$ cat config.mk
export PLATFORM = sky130hd
export DESIGN_NAME = javk_bus_arbiter
export DESIGN_NICKNAME = d
export VERILOG_FILES = /design/src/rtl/javk_bus_pkg.sv /design/src/rtl/javk_rr_pick.sv /design/src/rtl/javk_bus_arbiter.sv
export SDC_FILE = /design/constraint.sdc
export NUM_CORES = 1
export LEC_CHECK = 0
export CAP_MARGIN = 30
export CELL_PAD_IN_SITES_DETAIL_PLACEMENT = 2
export CELL_PAD_IN_SITES_GLOBAL_PLACEMENT = 2
export CORE_ASPECT_RATIO = 1.25
export CORE_MARGIN = 2
export CORE_UTILIZATION = 15
export DETAILED_ROUTE_END_ITERATION = 8
export GPL_TIMING_DRIVEN = 0
export HOLD_SLACK_MARGIN = 0.02
export PLACE_DENSITY = 0.81
export SYNTH_ARGS = -nofsm -noshare
export SYNTH_HDL_FRONTEND = slang
export SYNTH_HIERARCHICAL = 1
export SYNTH_SLANG_ARGS = --single-unit
$ cat constraint.sdc
create_clock -name clk -period 1.7 [get_ports clk]
set_input_delay 0.17 -clock clk [delete_from_list [all_inputs] [get_ports clk]]
set_output_delay 0.17 -clock clk [all_outputs]
set_load 0.005 [all_outputs]
$ cat src/rtl/javk_bus_pkg.sv
// Shared types and constants for the JAVK system bus arbiter.
package javk_bus_pkg;

   typedef enum logic [1:0] {
      IDLE = 2'd0,
      OWN  = 2'd1,
      TURN = 2'd2
   } arb_state_t;

   localparam int JAVK_ADDR_W = 16;
   localparam int JAVK_DATA_W = 8;

   // Values the bus rests at whenever nobody owns it.
   localparam logic [JAVK_ADDR_W-1:0] PARK_ADDR = '0;
   localparam logic                   PARK_RW   = 1'b1;
   localparam logic [JAVK_DATA_W-1:0] PARK_DATA = '0;
   localparam logic                   PARK_OE   = 1'b0;

   // Width of an index/counter covering 0..n-1, never narrower than one bit.
   function automatic int idx_w(input int n);
      return (n > 2) ? $clog2(n) : 1;
   endfunction

endpackage

$ cat src/rtl/javk_rr_pick.sv
// Combinational round-robin picker: first requester at or after ptr wins.
module javk_rr_pick
   import javk_bus_pkg::*;
#(
   parameter int N = 2
) (
   input  logic [N-1:0]          req,
   input  logic [idx_w(N)-1:0]   ptr,
   output logic [N-1:0]          win,
   output logic [idx_w(N)-1:0]   win_idx,
   output logic                  any
);

   localparam int IW = idx_w(N);

   logic          found;
   logic [IW-1:0] cand;

   // Scan from ptr upward with wrap; the first requesting index is taken.
   always_comb begin
      win     = '0;
      win_idx = '0;
      found   = 1'b0;
      cand    = '0;
      for (int off = 0; off < N; off++) begin
         cand = IW'((int'(ptr) + off) % N);
         if (!found && req[cand]) begin
            found     = 1'b1;
            win[cand] = 1'b1;
            win_idx   = cand;
         end
      end
   end

   assign any = |req;

endmodule

$ cat src/rtl/javk_bus_arbiter.sv
// Round-robin owner arbitration for the JAVK bus with a parked turnaround
// cycle between owners and a burst cap while others are waiting.
//
//  state | meaning
//  IDLE  | bus parked, no grant
//  OWN   | one master granted, bus follows its address/direction/data
//  TURN  | single parked cycle after release or preemption
module javk_bus_arbiter
   import javk_bus_pkg::*;
#(
   parameter int N_MASTERS = 2,
   parameter int MAX_HOLD  = 16
) (
   input  logic                               clk,
   input  logic                               rst,
   input  logic [N_MASTERS-1:0]               req,
   output logic [N_MASTERS-1:0]               gnt,
   input  logic [JAVK_ADDR_W*N_MASTERS-1:0]   m_addr,
   input  logic [N_MASTERS-1:0]               m_rw,
   input  logic [JAVK_DATA_W*N_MASTERS-1:0]   m_wdata,
   output logic [JAVK_ADDR_W-1:0]             addrbus,
   output logic                               rw,
   output logic [JAVK_DATA_W-1:0]             data_out,
   output logic                               data_oe,
   input  logic [JAVK_DATA_W-1:0]             data_in,
   output logic [JAVK_DATA_W-1:0]             rdata,
   output logic                               busy
);

   localparam int IW        = idx_w(N_MASTERS);
   localparam int CW        = idx_w(MAX_HOLD);
   localparam bit HOLD_ON   = (MAX_HOLD != 0);
   localparam int HOLD_LAST = (MAX_HOLD > 0) ? MAX_HOLD - 1 : 0;

   arb_state_t             state, state_nx;
   logic [N_MASTERS-1:0]   gnt_nx;
   logic [IW-1:0]          gidx, gidx_nx;
   logic [IW-1:0]          ptr, ptr_nx;
   logic [CW-1:0]          cnt, cnt_nx;

   logic [N_MASTERS-1:0]   pick_win;
   logic [IW-1:0]          pick_idx;
   logic                   pick_any;
   logic [IW-1:0]          ptr_after_pick;
   logic                   owner_req;
   logic                   others;
   logic                   at_last;

   javk_rr_pick #(.N(N_MASTERS)) u_pick (
      .req     (req),
      .ptr     (ptr),
      .win     (pick_win),
      .win_idx (pick_idx),
      .any     (pick_any)
   );

   assign ptr_after_pick = (pick_idx == IW'(N_MASTERS - 1)) ? '0 : pick_idx + 1'b1;
   assign owner_req      = req[gidx];
   assign others         = |(req & ~gnt);
   assign at_last        = HOLD_ON && (cnt == CW'(HOLD_LAST));

   // Next state, grant, owner index, round-robin pointer and hold counter.
   always_comb begin
      state_nx = state;
      gnt_nx   = gnt;
      gidx_nx  = gidx;
      ptr_nx   = ptr;
      cnt_nx   = cnt;
      unique case (state)
         IDLE, TURN: begin
            if (pick_any) begin
               state_nx = OWN;
               gnt_nx   = pick_win;
               gidx_nx  = pick_idx;
               ptr_nx   = ptr_after_pick;
               cnt_nx   = '0;
            end else begin
               state_nx = IDLE;
            end
         end
         OWN: begin
            // Release and preemption collapse into the same single TURN.
            if (!owner_req || (at_last && others)) begin
               state_nx = TURN;
               gnt_nx   = '0;
            end else if (HOLD_ON && !at_last) begin
               cnt_nx = cnt + 1'b1;
            end
         end
         default: begin
            state_nx = IDLE;
            gnt_nx   = '0;
         end
      endcase
   end

   // State registers; rdata samples the bus every edge regardless of state.
   always_ff @(posedge clk) begin
      if (rst) begin
         state <= IDLE;
         gnt   <= '0;
         gidx  <= '0;
         ptr   <= '0;
         cnt   <= '0;
         rdata <= '0;
      end else begin
         state <= state_nx;
         gnt   <= gnt_nx;
         gidx  <= gidx_nx;
         ptr   <= ptr_nx;
         cnt   <= cnt_nx;
         rdata <= data_in;
      end
   end

   // Bus follows the owner in OWN and is parked otherwise.
   always_comb begin
      addrbus  = PARK_ADDR;
      rw       = PARK_RW;
      data_out = PARK_DATA;
      data_oe  = PARK_OE;
      if (state == OWN) begin
         for (int i = 0; i < N_MASTERS; i++) begin
            if (gidx == IW'(i)) begin
               addrbus  = m_addr[JAVK_ADDR_W*i +: JAVK_ADDR_W];
               rw       = m_rw[i];
               data_out = m_wdata[JAVK_DATA_W*i +: JAVK_DATA_W];
               data_oe  = ~m_rw[i];
            end
         end
      end
   end

   assign busy = (state != IDLE);

endmodule

==> results of run 1 <==
[cell type report]
type	count	area, sq um	area share
buffer	8	83.8	0.0356
clock buffer	4	55.1	0.0234
inverter	6	22.5	0.00957
multi-input combinational	105	739	0.314
sequential	18	364	0.155
tap	92	115	0.0489
timing repair buffer	102	972	0.413
[power groups by stage]
stage	Clock, W	Sequential [W]	Combinational [W]
after global routing	0.000399	0.000465	0.000536
after CTS	0.000380	0.000461	0.000492
after global placement	0	0.000469	0.000477
after floorplan	0	0.000469	0.000178
final	0.000362	0.000462	0.000488
after detailed placement	0	0.000470	0.000489
[through the flow]
step | utilization | hold slack [ns] | setup TNS, ns
finish | 0.320 | 0.454 | 0
floorplan | - | 0.298 | 0
detailed placement | 0.304 | 0.472 | -5.81
global route | 0.320 | 0.466 | -0.0625
global placement | 0.304 | 0.467 | -4.86
CTS | 0.318 | 0.449 | -0.0117
[cells by family after synthesis]
kind of cell,Yosys count,synth area share
flip-flops,18,0.316
AND/OR/NAND/NOR,59,0.257
AO/OA/AOI/OAI,18,0.113
multiplexers,27,0.248
buffers and inverters,14,0.0559
adder cells (fa/ha/maj),1,0.0110
[worst paths after layout]
path                            startpoint        to  slack [ns]  cells after the start
worst max-delay path                  gidx    cnt[2]        0.06                      7
worst min-delay path            data_in[3]  rdata[3]        0.45                      2
worst max register to register        gidx    cnt[2]        0.06                      7
worst min register to register      cnt[1]    cnt[1]        0.48                      2
[worst reg2reg max path, stage by stage (launching register included)]
cell	delay, ns
dfxtp_2	0.32
buf_6	0.13
buf_4	0.14
buf_4	0.13
mux2i_4	0.20
nor4_4	0.31
a2111oi_2	0.12
a41o_1	0.21
[cell usage in the layout (no fill, tap or decap), types with 2 or more instances in the layout]
cell / count
a211oi_1: 2
clkbuf_8: 4
a21boi_1: 3
inv_1: 6
dfxtp_1: 15
clkdlybuf4s50_1: 72
a21oi_1: 5
nand2_1: 4
buf_6: 6
clkbuf_2: 3
dfxtp_2: 3
buf_4: 3
nor2_1: 29
nor2b_1: 12
clkbuf_1: 2
nand2b_1: 3
mux2i_1: 25
dlygate4sd2_1: 22
nor2_2: 2
o21ai_0: 2
mux2i_4: 2
[flip-flops by register name, indices dropped and copies added (netlist names)]
name and flops:
cnt 4, rdata 8, gnt 2, gidx 1, state 2, ptr 1
[routing by layer]
metal	track usage	part of all wire	wire length, microns
met1	0.105	0.34	1650
met2	0.224	0.51	2510
met3	0.0410	0.14	689
met4	0.0346	0.011	53
met5	0	0	0
[repair_timing]
action / CTS / global route
buffers inserted: 3 / 1
setup endpoints to repair: 26 / 19
hold buffers: 0 / 0
pin swaps: 0 / 3
gates resized for setup: 45 / 12
==> impl_metrics.json, run 1 <==
{
  "antenna_found_initial": 0,
  "grt_pass1_vias": 1570,
  "vias": 1437,
  "dp_slack_ns": -0.259,
  "setup_slack_ns": 0.0561,
  "numCtsBuffers": 3,
  "core_area_sq_um": 7360,
  "ys_ff_latch": 18,
  "post-route-min-period_ns": 1.64,
  "critPathSlowestCell": "dfxtp_2",
  "post_drt_wl_per_cell_microns": 14.6,
  "io_buffer_count": 98,
  "cts_sinks": 18,
  "critical_path_arrival_ns": 1.81,
  "setup_viol": 0,
  "ys_top_cells_by_area": "dfxtp_1 32%, mux2i_1 23%, nor2_1 10%",
  "final-hold-violation-count": 0,
  "finalCritPeriodShare": 0.967,
  "status": "complete, no violations",
  "yosysMostFrequentCell": "nor2_1",
  "design_power_total_w": 0.00131,
  "drt-initial-drc-count": 7,
  "clock_skew_ns": 0.00613,
  "synth_flop_cell": "dfxtp_1",
  "seq_power_share": 0.352,
  "max_freq_ghz": 0.608,
  "synth_largest_area_cell": "dfxtp_1",
  "rows": 35,
  "switchingPower_w": 0.000357,
  "grt_overflow": 0,
  "ios": 99,
  "rsz0062_at_grt": "yes",
  "dieWidth_microns": 82.0,
  "syn-num-nets": 200,
  "ys_types": 30,
  "clockRootBuffer": "clkbuf_8",
  "synth_edf_count": 0,
  "cp_data_required_time_ns": 1.87,
  "grt_first_pass_wirelength_microns": 7290,
  "initial_core_util": 0.155,
  "vias_per_cell": 4.29,
  "synth_area_per_cell_sq_um": 8.33,
  "syn2layout_area_growth_pct": 106,
  "placedCellCount": 327,
  "drive_gt1_frac": 0.115,
  "p_int_w": 0.000955,
  "critPathMostFrequentCell": "buf_4",
  "hpwl_microns": 3900,
  "ir_drop_mv": 0.485,
  "critPathKind": "flip-flop to flip-flop",
  "antenna_cells": 0,
  "async_reset_ff_frac": 0,
  "finalWirelength_microns": 4900,
  "hold_class": "input pin to flip-flop",
  "drv_cap": 0,
  "fp.dieArea_sq_um": 8330,
  "path_cells": "buf_6 > buf_4 > buf_4 > mux2i_4 > nor4_4 > a2111oi_2 > a41o_1",
  "gp_congestion": 0.716,
  "drc": 0,
  "grt_max_degree": 11,
  "cts_tree": "built",
  "postPlaceCellArea_sq_um": 2240,
  "tightest_slew_ns": 0.495,
  "cp_max_fo": 6,
  "fin_cells": 335,
  "clk_pin_slew_ns": 0.07,
  "dieHeight_microns": 102,
  "startpoint_type": "flip-flop",
  "pwr-share-comb": 0.372,
  "clk_latency_ns": 0.27,
  "slowest_delay_ns": 0.32,
  "worst-path-buf-inv": 3,
  "ys_seq_area_frac": 0.316,
  "synth_common_cells": "31 x nor2_1, 26 x mux2i_1, 18 x dfxtp_1, 13 x nor2b_1, 6 x inv_1",
  "ctsHtreeMaxLevel": 1,
  "clock_path_buffers": 2,
  "slew_headroom": 0.666,
  "postSynthCellCount": 137,
  "nets": 307,
  "nFillCells": 868,
  "power_density_nw_per_um2": 558,
  "final_max_slew_viol_count": 0,
  "clkPwrFrac": 0.276,
  "first_pass_iters": 3,
  "synthesis.area_sq_um": 1140,
  "switching_share": 0.272,
  "yosys_warnings": 6,
  "fin_area_sq_um": 2350,
  "critPathTopFamily": "buffers and inverters",
  "grt.total_usage": 0.113,
  "drtAntennaViolNets": 0,
  "leakage_nw": 0.966,
  "end_kind": "flip-flop",
  "yosysTopAreaCellShare": 0.316
}
No activity file was read; power rests on OpenSTA's default activity.
==> run 2: changes to the inputs <==
Settings changed: CTS_CLUSTER_DIAMETER set to 150.
==> results of run 2 <==
The final DEF is identical to that of run 1; final timing and power are the same.
==> run 3: changes to the inputs <==
Settings changed: SLEW_MARGIN set to 5.
==> results of run 3 <==
The final DEF is identical to that of run 1; final timing and power are the same.
